[src/rtl/truth_table_sweeper_if.sv]
// Bus bundle for the truth table sweeper:
// start/status, breadboard drive/capture and the row buffer read port.
interface truth_table_sweeper_if #(
  parameter int RES_W = 10
);
  logic             start;
  logic             w;
  logic             x;
  logic             y;
  logic             z;
  logic [RES_W-1:0] r_in;
  logic             busy;
  logic             done;
  logic [15:0]      sig;
  logic [3:0]       rd_addr;
  logic [RES_W-1:0] rd_data;

  modport master (
    output start, r_in, rd_addr,
    input  w, x, y, z, busy, done, sig, rd_data
  );

  modport slave (
    input  start, r_in, rd_addr,
    output w, x, y, z, busy, done, sig, rd_data
  );
endinterface

[src/rtl/truth_table_sweeper.sv]
// Walks the breadboard through all 16 input rows, captures each
// result into a row buffer and folds it into a rotating signature.
module truth_table_sweeper #(
  parameter int SETTLE_CYCLES = 3,
  parameter int RES_W         = 10
) (
  input logic clk,
  input logic rst,
  truth_table_sweeper_if.slave bus
);

  typedef enum logic [1:0] {
    S_IDLE,
    S_SETTLE,
    S_SAMPLE,
    S_DONE
  } state_t;

  localparam logic [3:0] LP_LAST = 4'(SETTLE_CYCLES - 1);

  state_t           r_state;
  state_t           w_state_nxt;
  logic [3:0]       r_idx;
  logic [3:0]       w_idx_nxt;
  logic [3:0]       r_cnt;
  logic [3:0]       w_cnt_nxt;
  logic [15:0]      r_sig;
  logic [15:0]      w_sig_nxt;
  logic             r_busy;
  logic             w_busy_nxt;
  logic             r_done;
  logic             w_done_nxt;
  logic             w_we;
  logic [RES_W-1:0] r_buf [16];

  // State and control registers; reset aborts any sweep at once
  always_ff @(posedge clk or posedge rst) begin
    if (rst) begin
      r_state <= S_IDLE;
      r_idx   <= '0;
      r_cnt   <= '0;
      r_sig   <= '0;
      r_busy  <= 1'b0;
      r_done  <= 1'b0;
    end else begin
      r_state <= w_state_nxt;
      r_idx   <= w_idx_nxt;
      r_cnt   <= w_cnt_nxt;
      r_sig   <= w_sig_nxt;
      r_busy  <= w_busy_nxt;
      r_done  <= w_done_nxt;
    end
  end

  // Next-state logic: settle each row, then sample it
  always_comb begin
    w_state_nxt = r_state;
    w_idx_nxt   = r_idx;
    w_cnt_nxt   = r_cnt;
    w_sig_nxt   = r_sig;
    w_busy_nxt  = r_busy;
    w_done_nxt  = r_done;
    w_we        = 1'b0;
    unique case (r_state)
      S_IDLE, S_DONE: begin
        if (bus.start) begin
          w_idx_nxt   = '0;
          w_cnt_nxt   = '0;
          w_sig_nxt   = '0;
          w_busy_nxt  = 1'b1;
          w_done_nxt  = 1'b0;
          w_state_nxt = S_SETTLE;
        end
      end
      S_SETTLE: begin
        w_cnt_nxt = r_cnt + 4'd1;
        if (r_cnt == LP_LAST) begin
          w_state_nxt = S_SAMPLE;
        end
      end
      S_SAMPLE: begin
        w_we      = 1'b1;
        w_sig_nxt = {r_sig[14:0], r_sig[15]} ^ 16'(bus.r_in);
        if (r_idx == 4'd15) begin
          w_busy_nxt  = 1'b0;
          w_done_nxt  = 1'b1;
          w_state_nxt = S_DONE;
        end else begin
          w_idx_nxt   = r_idx + 4'd1;
          w_cnt_nxt   = '0;
          w_state_nxt = S_SETTLE;
        end
      end
      default: w_state_nxt = S_IDLE;
    endcase
  end

  // Row buffer: cleared by reset, written only when sampling
  always_ff @(posedge clk or posedge rst) begin
    if (rst) begin
      for (int i = 0; i < 16; i++) begin
        r_buf[i] <= '0;
      end
    end else if (w_we) begin
      r_buf[r_idx] <= bus.r_in;
    end
  end

  assign bus.w       = r_idx[3];
  assign bus.x       = r_idx[2];
  assign bus.y       = r_idx[1];
  assign bus.z       = r_idx[0];
  assign bus.busy    = r_busy;
  assign bus.done    = r_done;
  assign bus.sig     = r_sig;
  assign bus.rd_data = r_buf[bus.rd_addr];

endmodule

[src/flat_wrapper.sv]
// flat-port wrapper written by rule: the top's interface ports become plain ports
module truth_table_sweeper_flat 
#(
  parameter int SETTLE_CYCLES = 3,
  parameter int RES_W         = 10
)
  (clk, rst, bus_start, bus_r_in, bus_rd_addr, bus_w, bus_x, bus_y, bus_z, bus_busy, bus_done, bus_sig, bus_rd_data);
  truth_table_sweeper_if #(.RES_W(RES_W)) bus_i ();
  input logic clk;
  input logic rst;
  input wire logic [$bits(bus_i.start)-1:0] bus_start;
  input wire logic [$bits(bus_i.r_in)-1:0] bus_r_in;
  input wire logic [$bits(bus_i.rd_addr)-1:0] bus_rd_addr;
  output wire logic [$bits(bus_i.w)-1:0] bus_w;
  output wire logic [$bits(bus_i.x)-1:0] bus_x;
  output wire logic [$bits(bus_i.y)-1:0] bus_y;
  output wire logic [$bits(bus_i.z)-1:0] bus_z;
  output wire logic [$bits(bus_i.busy)-1:0] bus_busy;
  output wire logic [$bits(bus_i.done)-1:0] bus_done;
  output wire logic [$bits(bus_i.sig)-1:0] bus_sig;
  output wire logic [$bits(bus_i.rd_data)-1:0] bus_rd_data;
  assign bus_i.start = bus_start;
  assign bus_i.r_in = bus_r_in;
  assign bus_i.rd_addr = bus_rd_addr;
  assign bus_w = bus_i.w;
  assign bus_x = bus_i.x;
  assign bus_y = bus_i.y;
  assign bus_z = bus_i.z;
  assign bus_busy = bus_i.busy;
  assign bus_done = bus_i.done;
  assign bus_sig = bus_i.sig;
  assign bus_rd_data = bus_i.rd_data;
  truth_table_sweeper #(.SETTLE_CYCLES(SETTLE_CYCLES), .RES_W(RES_W)) u_core (.clk(clk), .rst(rst), .bus(bus_i));
endmodule
[config.mk]
export PLATFORM = sky130hd
export DESIGN_NAME = truth_table_sweeper_flat
export DESIGN_NICKNAME = d
export VERILOG_FILES = /design/src/rtl/truth_table_sweeper_if.sv /design/src/rtl/truth_table_sweeper.sv /design/src/flat_wrapper.sv
export SDC_FILE = /design/constraint.sdc
export NUM_CORES = 1
export LEC_CHECK = 0
export BUFFER_PORTS_ARGS = -buffer_cell sky130_fd_sc_hd__buf_2
export CAP_MARGIN = 20
export CORE_UTILIZATION = 39
export DETAILED_ROUTE_END_ITERATION = 10
export GPL_TIMING_DRIVEN = 0
export SLEW_MARGIN = 40
export SYNTH_ARGS = -nofsm -noshare
export SYNTH_HDL_FRONTEND = slang
export SYNTH_SLANG_ARGS = --single-unit
[constraint.sdc]
create_clock -name clk -period 8.85 [get_ports clk]
set_clock_uncertainty 0.1 [all_clocks]
set_input_delay 0.885 -clock clk [delete_from_list [all_inputs] [get_ports clk]]
set_output_delay 0.885 -clock clk [all_outputs]
set_load 0.005 [all_outputs]
### After elaboration in Yosys (flattened, before gate mapping)

Index checks and enable logic that the tools add are counted.
W data, S select, Z words.

| cells by class | value |
|---|---|
| multiplexer cells | 24 |
| add/sub/neg operators | 2 |
| bitwise gates (word level) | 3 |
| reduce and logical (&&, ||, !) cells | 9 |
| equality and inequality tests | 9 |
| $lt $le $gt $ge | 3 |

Operators by type and width:

| kind | number |
|---|---|
| $bwmux W160 | 1 |
| $bmux W10 S4 | 1 |
| $demux W10 S4 | 1 |
| $pmux W16 S2 | 1 |
| $mux W10 | 3 |
| $mux W16 | 1 |
| $xor A16 B10 Y16 | 1 |
| $mux W4 | 3 |
| $pmux W4 S3 | 1 |
| $ge A5 B5 Y1 const B | 2 |
| $not A4 Y5 | 2 |
| $add A4 B1 Y4 const B | 2 |
| $pmux W4 S2 | 1 |
| $mux W2 | 3 |
| $pmux W2 S3 | 1 |
| $reduce_and A2 Y1 | 3 |
| $reduce_and A3 Y1 | 2 |
| $lt A5 B1 Y1 const B | 1 |
| $mux W1 | 5 |
| $eq A2 B2 Y1 const B | 2 |
| $eq A4 B2 Y1 const B | 1 |
| $eq A4 B4 Y1 const B | 1 |
| $ne A2 B1 Y1 const B | 2 |
| $ne A2 B2 Y1 const B | 2 |
| other kinds (6) | 7 |

| word-level totals | value |
|---|---|
| input bits | 17 |
| register bits after elaboration | 188 |

### Depth between registers and ports, before layout

Gate-level depths: netlist of run 1.

| logic depth | value |
|---|---|
| depth after elaboration | 6 |
| depth in mapped cells | 8 |
| depth with buffers taken out | 6 |

### Least setup slack after synthesis of run 1

No wires, ideal clock.

| timing path | value |
|---|---|
| kind | in2out |
| from | input port bus_rd_addr[0] |
| to | output port bus_rd_data[0] |
| cell stages on the path | 5 |
| data arrival time | 1,912 ps |
| path buffers | 2 |
| slack | 5,953 ps |
| required time | 7,865 ps |
| cells stage by stage | buf_6 buf_8 mux4_1 a22oi_1 nand2_1 |

| between the ends | value |
|---|---|
| cells in the longest elaborated chain, start to end | 4 |

Ends and longest elaborated chain:

| what | line | text |
|---|---|---|
| start: declaration | flat_wrapper.sv:13 | `input wire logic [$bits(bus_i.rd_addr)-1:0] bus_rd_addr;` |
| $not A4 Y5 (not written as such) | truth_table_sweeper.sv:116 | `assign bus.rd_data = r_buf[bus.rd_addr];` |
| $bmux W10 S4 | truth_table_sweeper.sv:116 |  |
| $mux W10 (not written as such) (2 in a row) | truth_table_sweeper.sv:116 |  |
| end: declaration | flat_wrapper.sv:21 | `output wire logic [$bits(bus_i.rd_data)-1:0] bus_rd_data;` |

No other way between the ends. The select of a mux whose other input is x is not followed.

### Worst setup path after layout of run 1

| timing path | value |
|---|---|
| from | input port bus_rd_addr[1] |
| to | output port bus_rd_data[2] |

The elaborated chain is that of the path after synthesis.

==> flow_metrics.env, run 1 <==
export IMPL_worst_endpoint_required_ns=7.87
export IMPL_post_synth_inst_count=575
export IMPL_timing_final_crit_share_pct=39.32
export IMPL_drt_pre_antenna_iters=4
export IMPL_post_layout_nonfiller_instances=935
export IMPL_timing_fmax_mhz=287.4
export IMPL_rows=54
export IMPL_synth_area_sq_um=8627
export IMPL_die_height_um=150.7
export IMPL_post_synth_cell_area_avg_sq_um=15.00
export IMPL_setup_violating_endpoint_count_in_the_final_report=0
export IMPL_clock_insertion_delay_worst_skew_ns=0.43
export IMPL_grt_total_usage_pct=19.00
export IMPL_place_detailed_instances=903
export IMPL_detail_route_vias_per_cell=5.459
export IMPL_worstMarginPinSlew_ns=0.8268
export IMPL_maxSlewHeadroom_pct=44.68
export IMPL_cts_num_sinks=188
export IMPL_cts_root_to_sink_buffers=2
export IMPL_maximum_net_fanout_on_the_critical_path=10
export IMPL_min_delay_path_class="input port to async pin"
export IMPL_p_per_area_nw_per_um2=225.8
export IMPL_setup_worst_path_class="input port to output port"
export IMPL_setup_tns_ns=0
export IMPL_layout_commonest_cell="sky130_fd_sc_hd__dfrtp_1"
export IMPL_synth_enable_flop_cells=0
export IMPL_total_die_area_sq_um=22720
export IMPL_grt_remaining_overflow=0
export IMPL_remaining_antenna_violation_count=0
export IMPL_initial_standard_cell_utilization_of_the_core_pct=39.65
export IMPL_detail_route_iter0_violations=321
export IMPL_detailroute_via_count=5104
export IMPL_ctsHoldBuffers=0
export IMPL_irDropWorstVdd_mv=0.1359
export IMPL_critPathCaptureType="output port"
export IMPL_netlist_cell_type_count=39
export IMPL_tritoncts="done"
export IMPL_synth_flop_cell="sky130_fd_sc_hd__dfrtp_1"
export IMPL_cts_reportedPaths_clkPinSlew_ns=0.07
export IMPL_async_flop_share_pct=100.0
export IMPL_cts_repair_resized=0
export IMPL_diodes=0
export IMPL_via_count_of_the_first_global_routing_pass=5462
export IMPL_portBuffers=46
export IMPL_cts_buffers_inserted=17
export IMPL_grt_first_pass_wirelength_um=31280
export IMPL_layout_nets=668
export IMPL_dp_final_hpwl_um=13730
export IMPL_area_growth_pct=14.18
export IMPL_ctsHtreeMaxLevel=4
export IMPL_detail_route_wirelength_um=19890
export IMPL_ys_warn_count=0
export IMPL_total_leakage_power_nw=4.362
export IMPL_fill_cells=1932
export IMPL_wl_per_cell_um=21.27
export IMPL_coreArea_sq_um=21760
export IMPL_hold_violations=0
export IMPL_run_status="completed"
export IMPL_critPathLaunchType="input port"
export IMPL_clock_root_buffer="sky130_fd_sc_hd__clkbuf_16"
export IMPL_place_gp_congestion=0.7664
export IMPL_pin_count=49
export IMPL_syn_nets=601
export IMPL_worstPathArrival_ns=2.49
export IMPL_initial_antenna_violation_count=0
export IMPL_ratio_of_cells_with_drive_above_1_in_the_final_layout_pct=45.19
export IMPL_ys_seq_elements=188
export IMPL_finalMaxSlewViolations=0
export IMPL_detail_route_drc_violations=0
export IMPL_synth_seq_area_share_pct=54.53
export IMPL_cts_post_setup_buffers_inserted=0
export IMPL_mostFrequentLayoutCells="sky130_fd_sc_hd__dfrtp_1 (188), sky130_fd_sc_hd__mux2_2 (156), sky130_fd_sc_hd__buf_2 (53)"
export IMPL_fin_crit_ns=3.480
export IMPL_timing_max_cap_violations=0
export IMPL_maximum_number_of_pins_on_one_net_before_global_route_repair=82
export IMPL_die_x_um=150.7
export IMPL_rsz0062_at_grt="no"
==> report_power, final <==
part	switching [mW]	internal, mW
logic	0.222	0.214
clock network	0.331	0.413
registers	0.0718	0.972
total	0.624	1.60
==> path summary, 6_finish.rpt <==
kind / startpoint / endpoint / slack, ns / depth (start not counted)
max in group asynchronous: rst / u_core.r_buf[91] / 7.32 / 4
worst max-delay path: bus_rd_addr[1] / bus_rd_data[2] / 5.37 / 5
worst min-delay path: rst / u_core.bus.sig[6] / 0.30 / 2
worst min register to register: u_core.bus.busy / u_core.bus.busy / 0.38 / 1
min in group clk: u_core.bus.busy / u_core.bus.busy / 0.38 / 1
worst max register to register: u_core.r_state[0] / u_core.r_cnt[3] / 6.66 / 7
==> worst max-delay path: stages <==
cell                       delay (ns)
sky130_fd_sc_hd__clkbuf_1        0.60
sky130_fd_sc_hd__mux4_1          0.47
sky130_fd_sc_hd__a22oi_1         0.22
sky130_fd_sc_hd__nand2_1         0.15
sky130_fd_sc_hd__buf_2           0.16
==> flip-flops by register name, indices dropped and copies added (netlist names) <==
register	cells
u_core.r_buf	160
u_core.bus.sig	16
u_core.r_cnt	4
u_core.r_idx	4
u_core.r_state	2
u_core.bus.busy	1
u_core.bus.done	1
==> final cells by class <==
| cell class | instances | area, sq um | area share, % |
|---|---|---|---|
| repair buffers | 48 | 285.3 | 2.896 |
| flip-flops and latches | 188 | 4705 | 47.76 |
| inverters | 8 | 37.54 | 0.3810 |
| clock buffers | 21 | 470.5 | 4.776 |
| well taps | 280 | 350.3 | 3.556 |
| plain buffers | 35 | 196.4 | 1.994 |
| multi-input cells | 344 | 3696 | 37.52 |
| clock inverters | 11 | 110.1 | 1.118 |
==> metal layers <==
layer	up-vias	GRT usage (%)	share of wire, %
li1	2264	-	-
met1	2724	24.09	44
met2	93	32.71	51
met3	23	3.455	3.0
met5	-	0	0
met4	0	6.150	1.9
==> through the flow <==
| stage | instance area, sq um | hold WS (ns) | total power [mW] | util [%] | setup slack (ns) |
|---|---|---|---|---|---|
| floorplan | 8627 | 0.3462 | 1.349 | - | 2.751 |
| global placement | 9208 | 0.3592 | 1.467 | 42.32 | 1.123 |
| detailed placement | 9270 | 0.3632 | 1.498 | 42.61 | 5.398 |
| CTS | 9851 | 0.2941 | 2.246 | 45.28 | 5.396 |
| global route | 9851 | 0.2968 | 2.337 | 45.28 | 5.391 |
| finish | 9851 | 0.2987 | 2.224 | 45.28 | 5.370 |
==> cells in the mapped netlist, types with 5 or more instances <==
cell	count	area, sq um
sky130_fd_sc_hd__a22o_1	8	70.07
sky130_fd_sc_hd__a22oi_1	20	150.1
sky130_fd_sc_hd__and2_1	7	43.79
sky130_fd_sc_hd__buf_1	5	18.77
sky130_fd_sc_hd__buf_2	7	35.03
sky130_fd_sc_hd__buf_4	7	52.55
sky130_fd_sc_hd__clkbuf_1	13	48.80
sky130_fd_sc_hd__dfrtp_1	188	4705
sky130_fd_sc_hd__ha_1	9	112.6
sky130_fd_sc_hd__inv_1	7	26.28
sky130_fd_sc_hd__mux2_1	5	56.30
sky130_fd_sc_hd__mux2_2	156	1757
sky130_fd_sc_hd__mux4_1	12	315.3
sky130_fd_sc_hd__mux4_2	28	630.6
sky130_fd_sc_hd__nand2_1	29	108.9
sky130_fd_sc_hd__nand2_2	11	68.82
sky130_fd_sc_hd__o21ai_0	17	85.08
sky130_fd_sc_hd__xnor2_1	10	87.58
==> logic make-up (layout without fill, tap and decap cells) <==
logic type | after synthesis | after routing | synth area share (%)
buffers and inverters | 43 | 123 | 2.625
flip-flops | 188 | 188 | 54.53
AO/OA/AOI/OAI | 54 | 54 | 4.220
XOR/XNOR | 10 | 10 | 1.015
adder cells (fa/ha/maj) | 9 | 9 | 1.305
AND/OR/NAND/NOR | 68 | 68 | 4.046
multiplexers | 203 | 203 | 32.26
No activity file was read; power rests on OpenSTA's default activity.
==> inputs of run 2 (changes only) <==
==> constraint.sdc (replaced) <==
create_clock -name clk -period 3 [get_ports clk]
set_clock_uncertainty 0.1 [all_clocks]
set_input_delay 0.3 -clock clk [delete_from_list [all_inputs] [get_ports clk]]
set_output_delay 0.3 -clock clk [all_outputs]
set_load 0.005 [all_outputs]
==> run 2 against run 1 <==
  * Combinational power increased to 2.9 times the previous value
  * Via count increased by 0.61%
  * Critical path depth shrank 1
  * First-iteration DRC count decreased by 27%
  * Die area unchanged
  * Setup slack got worse by 4.7 ns
  * Final cell count rose by 0.75%
  * Sequential share of layout area decreased by 1.1 points
  * Utilization increased by 1.1 points
  * Sequential cell count did not move
  * Hold slack lost 0.16 ns
  * Largest cell class unchanged
==> flow_metrics.env, run 2 (synthesis gave the netlist of run 1 again) <==
export IMPL_ctsHtreeMaxLevel=4
export IMPL_power_report_internal_total_mw=5.130
export IMPL_pin_count=49
export IMPL_p_switching_mw=1.847
export IMPL_area_growth_pct=16.91
export IMPL_critPathLaunchType="register"
export IMPL_ratio_of_cells_with_drive_above_1_in_the_final_layout_pct=45.92
export IMPL_setup_tns_ns=0
export IMPL_cts_repair_resized=0
export IMPL_finalMaxSlewViolations=0
export IMPL_portBuffers=46
export IMPL_maximum_number_of_pins_on_one_net_before_global_route_repair=28
export IMPL_clock_network_power_share_pct=37.4
export IMPL_via_count_of_the_first_global_routing_pass=5381
export IMPL_worstMarginPinSlew_ns=0.7990
export IMPL_initial_antenna_violation_count=0
export IMPL_grt_remaining_overflow=0
export IMPL_worstPathArrival_ns=1.93
export IMPL_crit_start="u_core.r_buf[62]"
export IMPL_critPathSlowestCell="sky130_fd_sc_hd__mux4_1"
export IMPL_p_sw_share_pct=26.47
export IMPL_mostFrequentLayoutCells="sky130_fd_sc_hd__dfrtp_1 (188), sky130_fd_sc_hd__mux2_2 (156), sky130_fd_sc_hd__buf_2 (53)"
export IMPL_initial_standard_cell_utilization_of_the_core_pct=39.65
export IMPL_drt_pre_antenna_iters=4
export IMPL_die_x_um=150.7
export IMPL_p_seq_share_pct=44.2
export IMPL_multiInputGateArea_sq_um=3699
export IMPL_timing_max_cap_violations=0
export IMPL_worst_r2r_startpoint="u_core.r_state[0]"
export IMPL_detailroute_via_count=5135
export IMPL_register_area_sq_um=4705
export IMPL_maximum_net_fanout_on_the_critical_path=2
export IMPL_timing_fmax_mhz=428.7
export IMPL_cts_reportedPaths_clkPinSlew_ns=0.07
export IMPL_largest_register_by_flop_count="u_core.r_buf"
export IMPL_run_status="completed"
export IMPL_worst_endpoint_required_ns=2.60
export IMPL_total_die_area_sq_um=22720
export IMPL_critical_path_n_buffers_inverters=1
export IMPL_dpl_instance_area_sq_um=9387
export IMPL_number_of_flip_flops_in_the_largest_register=160
export IMPL_clock_root_buffer="sky130_fd_sc_hd__clkbuf_16"
export IMPL_cts_post_setup_buffers_inserted=0
export IMPL_detail_route_vias_per_cell=5.451
export IMPL_detail_route_iter0_violations=234
export IMPL_layout_commonest_cell="sky130_fd_sc_hd__dfrtp_1"
export IMPL_rsz0062_at_grt="no"
export IMPL_maxSlewHeadroom_pct=46.74
export IMPL_rows=54
export IMPL_grt_first_pass_wirelength_um=31700
export IMPL_clock_insertion_delay_worst_skew_ns=0.43
export IMPL_remaining_antenna_violation_count=0
export IMPL_diodes=0
export IMPL_detail_route_drc_violations=0
export IMPL_dp_final_hpwl_um=14370
export IMPL_cts_num_sinks=188
export IMPL_cts_root_to_sink_buffers=2
export IMPL_setup_worst_path_class="register to output port"
export IMPL_grt_total_usage_pct=19.45
export IMPL_tritoncts="done"
export IMPL_die_height_um=150.7
export IMPL_power_combinational_fraction_pct=18.4
export IMPL_timing_final_crit_share_pct=77.75
export IMPL_min_from="bus_r_in[5]"
export IMPL_setup_violating_endpoint_count_in_the_final_report=0
export IMPL_min_delay_path_class="input port to register"
export IMPL_layout_nets=675
export IMPL_wl_per_cell_um=21.51
export IMPL_fin_crit_ns=2.332
export IMPL_irDropWorstVdd_mv=0.3261
export IMPL_cp_top_family="multiplexers"
export IMPL_cts_buffers_inserted=17
export IMPL_critPathCaptureType="output port"
export IMPL_total_leakage_power_nw=4.467
export IMPL_max_stage_delay_ns=0.49
export IMPL_detail_route_wirelength_um=20270
export IMPL_coreArea_sq_um=21760
export IMPL_layout_cell_area_non_filler_sq_um=10090
export IMPL_fill_cells=1895
export IMPL_hold_violations=0
export IMPL_worstPathCellList="mux4_1 -> a22oi_1 -> nand2_1 -> buf_2"
export IMPL_p_per_area_nw_per_um2=691.7
export IMPL_place_gp_congestion=0.7335
==> run 2: stage by stage <==
step / power, mW / hold WS (ns) / instances / utilization (%) / worst slack (ns)
after floorplan: 3.981 / 0.3317 / 575 / - / 0.1795
after global placement: 4.329 / 0.3543 / 901 / 42.34 / -0.7487
after detailed placement: 4.438 / 0.09995 / 909 / 43.14 / 0.7196
after CTS: 7.049 / 0.1253 / 942 / 46.35 / 0.6860
after global routing: 7.311 / 0.1407 / 942 / 46.36 / 0.6207
final: 6.976 / 0.1434 / 942 / 46.36 / 0.6676
==> run 2: final timing paths <==
path / endpoint / slack, ns / depth (start not counted)
worst max-delay path: bus_rd_data[2] / 0.67 / 4
worst min-delay path: u_core.r_buf[135] / 0.14 / 2
worst max register to register: u_core.r_buf[3] / 0.90 / 6
worst min register to register: u_core.r_cnt[3] / 0.39 / 1
max in group asynchronous: u_core.r_buf[81] / 1.25 / 9
min in group asynchronous: u_core.bus.sig[4] / 0.20 / 3
==> run 2: layer usage <==
layer | share of wire [%] | track usage (%)
met2 | 51 | 32.34
met5 | 0 | 0
met4 | 1.3 | 5.850
met3 | 4.0 | 3.000
met1 | 44 | 26.19
==> run 2: area by class of cell <==
class	instances	area share, %
Sequential cell	188	46.64
Multi-Input combinational cell	344	36.67
Clock buffer	19	4.491
Timing Repair Buffer	55	4.119
Tap cell	280	3.474
Clock inverter	13	2.320
Buffer	35	1.948
Inverter	8	0.3349
==> run 2: power by group through the flow <==
| stage | logic (mW) | clock network [mW] | registers (mW) |
|---|---|---|---|
| after floorplan | 0.907 | 0 | 3.07 |
| after global placement | 1.23 | 0 | 3.10 |
| after detailed placement | 1.31 | 0 | 3.13 |
| after CTS | 1.31 | 2.65 | 3.09 |
| after global routing | 1.42 | 2.76 | 3.14 |
| final | 1.28 | 2.61 | 3.09 |
==> run 2: repair_timing <==
action / CTS / global route
hold endpoints to repair: 26 / 0
hold buffers: 1 / 0
setup endpoints to repair: 0 / 0
==> inputs of run 3 (changes only) <==
--- a/config.mk
+++ b/config.mk
@@ -5,6 +5,7 @@
 export SDC_FILE = /design/constraint.sdc
 export NUM_CORES = 1
 export LEC_CHECK = 0
+export ABC_AREA = 1
 export BUFFER_PORTS_ARGS = -buffer_cell sky130_fd_sc_hd__buf_2
 export CAP_MARGIN = 20
 export CORE_UTILIZATION = 39
==> constraint.sdc (replaced) <==
create_clock -name clk -period 2.21 [get_ports clk]
set_clock_uncertainty 0.1 [all_clocks]
set_input_delay 0.221 -clock clk [delete_from_list [all_inputs] [get_ports clk]]
set_output_delay 0.221 -clock clk [all_outputs]
set_load 0.005 [all_outputs]
==> run 3 against run 2 <==
  * Critical path depth grew 4
  * Hold slack worse by 0.12 ns
  * Non-clock buffer count grew 44
  * Sequential cell count is the same
  * Clock power up 22%
  * Utilization increased by 0.30 points
  * First-iteration DRC count grew to 3.2 times the previous value
  * Routed wire length up 36%
  * Global-route usage rose by 4.5 points
  * Via count up 55%
==> flow_metrics.env, run 3 <==
export IMPL_netlist_cell_type_count=23
export IMPL_power_report_internal_total_mw=6.953
export IMPL_worst_slack_ns=0.2200
export IMPL_ys_seq_elements=188
export IMPL_cts_reportedPaths_clkPinSlew_ns=0.07
export IMPL_die_height_um=155.4
export IMPL_p_sw_share_pct=32.20
export IMPL_irDropWorstVdd_mv=0.5097
export IMPL_coreArea_sq_um=22850
export IMPL_via_count_of_the_first_global_routing_pass=7615
export IMPL_synth_seq_area_share_pct=51.25
export IMPL_async_flop_share_pct=100.0
export IMPL_timing_fmax_mhz=502.5
export IMPL_largest_register_by_flop_count="u_core.r_buf"
export IMPL_diodes=0
export IMPL_fin_crit_ns=1.990
export IMPL_timing_final_crit_share_pct=90.04
export IMPL_synth_enable_flop_cells=0
export IMPL_detail_route_wirelength_um=27610
export IMPL_ys_warn_count=0
export IMPL_maxSlewHeadroom_pct=44.24
export IMPL_ratio_of_cells_with_drive_above_1_in_the_final_layout_pct=11.96
export IMPL_place_ws_ns=0.2876
export IMPL_setup_reg_to_reg_worst_slack_ns=0.27
export IMPL_area_growth_pct=16.12
export IMPL_syn_nets=1225
export IMPL_finalMaxSlewViolations=0
export IMPL_rsz0062_at_grt="no"
export IMPL_fill_cells=2294
export IMPL_drt_pre_antenna_iters=5
export IMPL_initial_antenna_violation_count=0
export IMPL_synth_top_cells_by_area="sky130_fd_sc_hd__dfrtp_1 (51%), sky130_fd_sc_hd__nand2_1 (17%), sky130_fd_sc_hd__nand3_1 (7.6%)"
export IMPL_initial_standard_cell_utilization_of_the_core_pct=40.18
export IMPL_p_seq_share_pct=45.4
export IMPL_mostFrequentLayoutCells="sky130_fd_sc_hd__nand2_1 (404), sky130_fd_sc_hd__dfrtp_1 (188), sky130_fd_sc_hd__inv_1 (159)"
export IMPL_remaining_antenna_violation_count=0
export IMPL_maximum_net_fanout_on_the_critical_path=10
export IMPL_wl_per_cell_um=17.24
export IMPL_detailroute_via_count=7975
export IMPL_ys_top_cells_by_count="sky130_fd_sc_hd__nand2_1 (404), sky130_fd_sc_hd__dfrtp_1 (188), sky130_fd_sc_hd__inv_1 (160), sky130_fd_sc_hd__nand3_1 (139), sky130_fd_sc_hd__o21ai_0 (132)"
export IMPL_cts_num_sinks=188
export IMPL_grt_total_usage_pct=24.00
export IMPL_critPathCaptureType="output port"
export IMPL_ctsHtreeMaxLevel=4
export IMPL_grt_first_pass_wirelength_um=43150
export IMPL_total_leakage_power_nw=5.840
export IMPL_min_delay_path_class="input port to register"
export IMPL_synth_flop_cell="sky130_fd_sc_hd__dfrtp_1"
export IMPL_final_hold_worst_slack_ns=0.02520
export IMPL_cts_root_to_sink_buffers=2
export IMPL_run_status="completed"
export IMPL_critPathLaunchType="input port"
export IMPL_p_switching_mw=3.303
export IMPL_yosysTopAreaCellShare_pct=51.25
export IMPL_setup_tns_ns=0
export IMPL_p_per_area_nw_per_um2=962.0
export IMPL_timing_max_cap_violations=0
export IMPL_layout_commonest_cell="sky130_fd_sc_hd__nand2_1"
export IMPL_setup_worst_path_class="input port to output port"
export IMPL_place_gp_congestion=0.9146
export IMPL_post_synth_inst_count=1199
export IMPL_maximum_number_of_pins_on_one_net_before_global_route_repair=25
export IMPL_clock_insertion_delay_worst_skew_ns=0.44
export IMPL_worst_endpoint_required_ns=1.89
export IMPL_detail_route_vias_per_cell=4.981
export IMPL_total_die_area_sq_um=24160
export IMPL_number_of_flip_flops_in_the_largest_register=160
export IMPL_die_x_um=155.4
export IMPL_dp_final_hpwl_um=19650
export IMPL_pin_count=49
export IMPL_worstMarginPinSlew_ns=0.8364
export IMPL_worstPathArrival_ns=1.67
export IMPL_synth_area_sq_um=9180
export IMPL_most_common_cell_in_the_synthesized_netlist="sky130_fd_sc_hd__nand2_1"
export IMPL_hold_violations=0
export IMPL_setup_violating_endpoint_count_in_the_final_report=0
export IMPL_grt_remaining_overflow=0
export IMPL_rows=55
export IMPL_power_combinational_fraction_pct=23.4
export IMPL_clock_root_buffer="sky130_fd_sc_hd__clkbuf_16"
export IMPL_layout_nets=1301
export IMPL_tritoncts="done"
export IMPL_cts_buffers_inserted=17
export IMPL_detail_route_iter0_violations=751
export IMPL_post_synth_top_area_cell="sky130_fd_sc_hd__dfrtp_1"
export IMPL_detail_route_drc_violations=0
export IMPL_cts_post_setup_buffers_inserted=0
export IMPL_clock_network_power_share_pct=31.1
export IMPL_post_synth_cell_area_avg_sq_um=7.656
export IMPL_portBuffers=46
-- run 3: worst paths after layout --
kind                                    from           endpoint  cells after the start
setup / recovery              bus_rd_addr[0]     bus_rd_data[6]                      8
hold / removal                   bus_r_in[6]    u_core.r_buf[6]                      3
setup reg to reg           u_core.r_state[0]  u_core.bus.sig[2]                      8
hold reg to reg             u_core.r_buf[90]   u_core.r_buf[90]                      2
max in group asynchronous                rst  u_core.r_buf[153]                      8
min in group asynchronous                rst  u_core.bus.sig[5]                      3
-- run 3: metal layers --
layer	vias to the layer above	track usage (%)	share of wire [%]
met5	-	0	0
met4	0	9.337	2.7
met3	43	4.345	6.5
met2	245	37.54	45
met1	3803	33.02	45
li1	3884	-	-
-- run 3: logic make-up (layout without fill, tap and decap cells) --
group / Yosys count / after routing / share of synthesized area (%)
simple gates: 562 / 562 / 25.30
flops: 188 / 188 / 51.25
compound gates: 186 / 186 / 10.24
xor+xnor: 12 / 12 / 1.145
fa+ha+maj: 9 / 9 / 1.227
buf+inv: 242 / 331 / 10.85
-- run 3: metrics by stage --
step,power [mW],instance area [sq um],utilization (%),std cells
finish,10.26,10660,46.66,1601
global placement,6.992,9806,42.92,1558
detailed placement,7.101,10040,43.96,1568
global route,10.88,10660,46.66,1601
CTS,10.30,10660,46.66,1601
floorplan,6.280,9184,-,1199
-- run 3: power by group through the flow --
stage / Clock, mW / Sequential, mW / Combinational, mW
3_5_place_dp: 0 / 4.71 / 2.39
3_3_place_gp: 0 / 4.69 / 2.30
4_1_cts: 3.24 / 4.65 / 2.41
2_1_floorplan: 0 / 4.62 / 1.66
6_report: 3.19 / 4.66 / 2.40
5_1_grt: 3.38 / 4.74 / 2.76
-- run 3: timing repair --
| action | CTS | global route |
|---|---|---|
| endpoints found under the hold margin | 17 | 0 |
| hold buffers | 1 | 0 |
| resized for setup | 0 | 0 |
-- run 3: critical path, cell delays in order --
cell and delay (ns):
sky130_fd_sc_hd__buf_4 0.17, sky130_fd_sc_hd__clkbuf_1 0.45, sky130_fd_sc_hd__nand2_1 0.10, sky130_fd_sc_hd__nand3_1 0.16
sky130_fd_sc_hd__nand3_1 0.15, sky130_fd_sc_hd__nand3_1 0.16, sky130_fd_sc_hd__nand2_1 0.10, sky130_fd_sc_hd__buf_2 0.14
-- run 3: cell type report --
class | instances | area [sq um] | share of cell area [%]
flip-flops and latches | 188 | 4705 | 44.13
clock buffers | 20 | 446.7 | 4.190
repair buffers | 57 | 476.7 | 4.472
plain buffers | 77 | 377.9 | 3.545
well taps | 313 | 391.6 | 3.674
clock inverters | 12 | 160.2 | 1.502
multi-input cells | 769 | 3480 | 32.64
inverters | 165 | 623.1 | 5.845
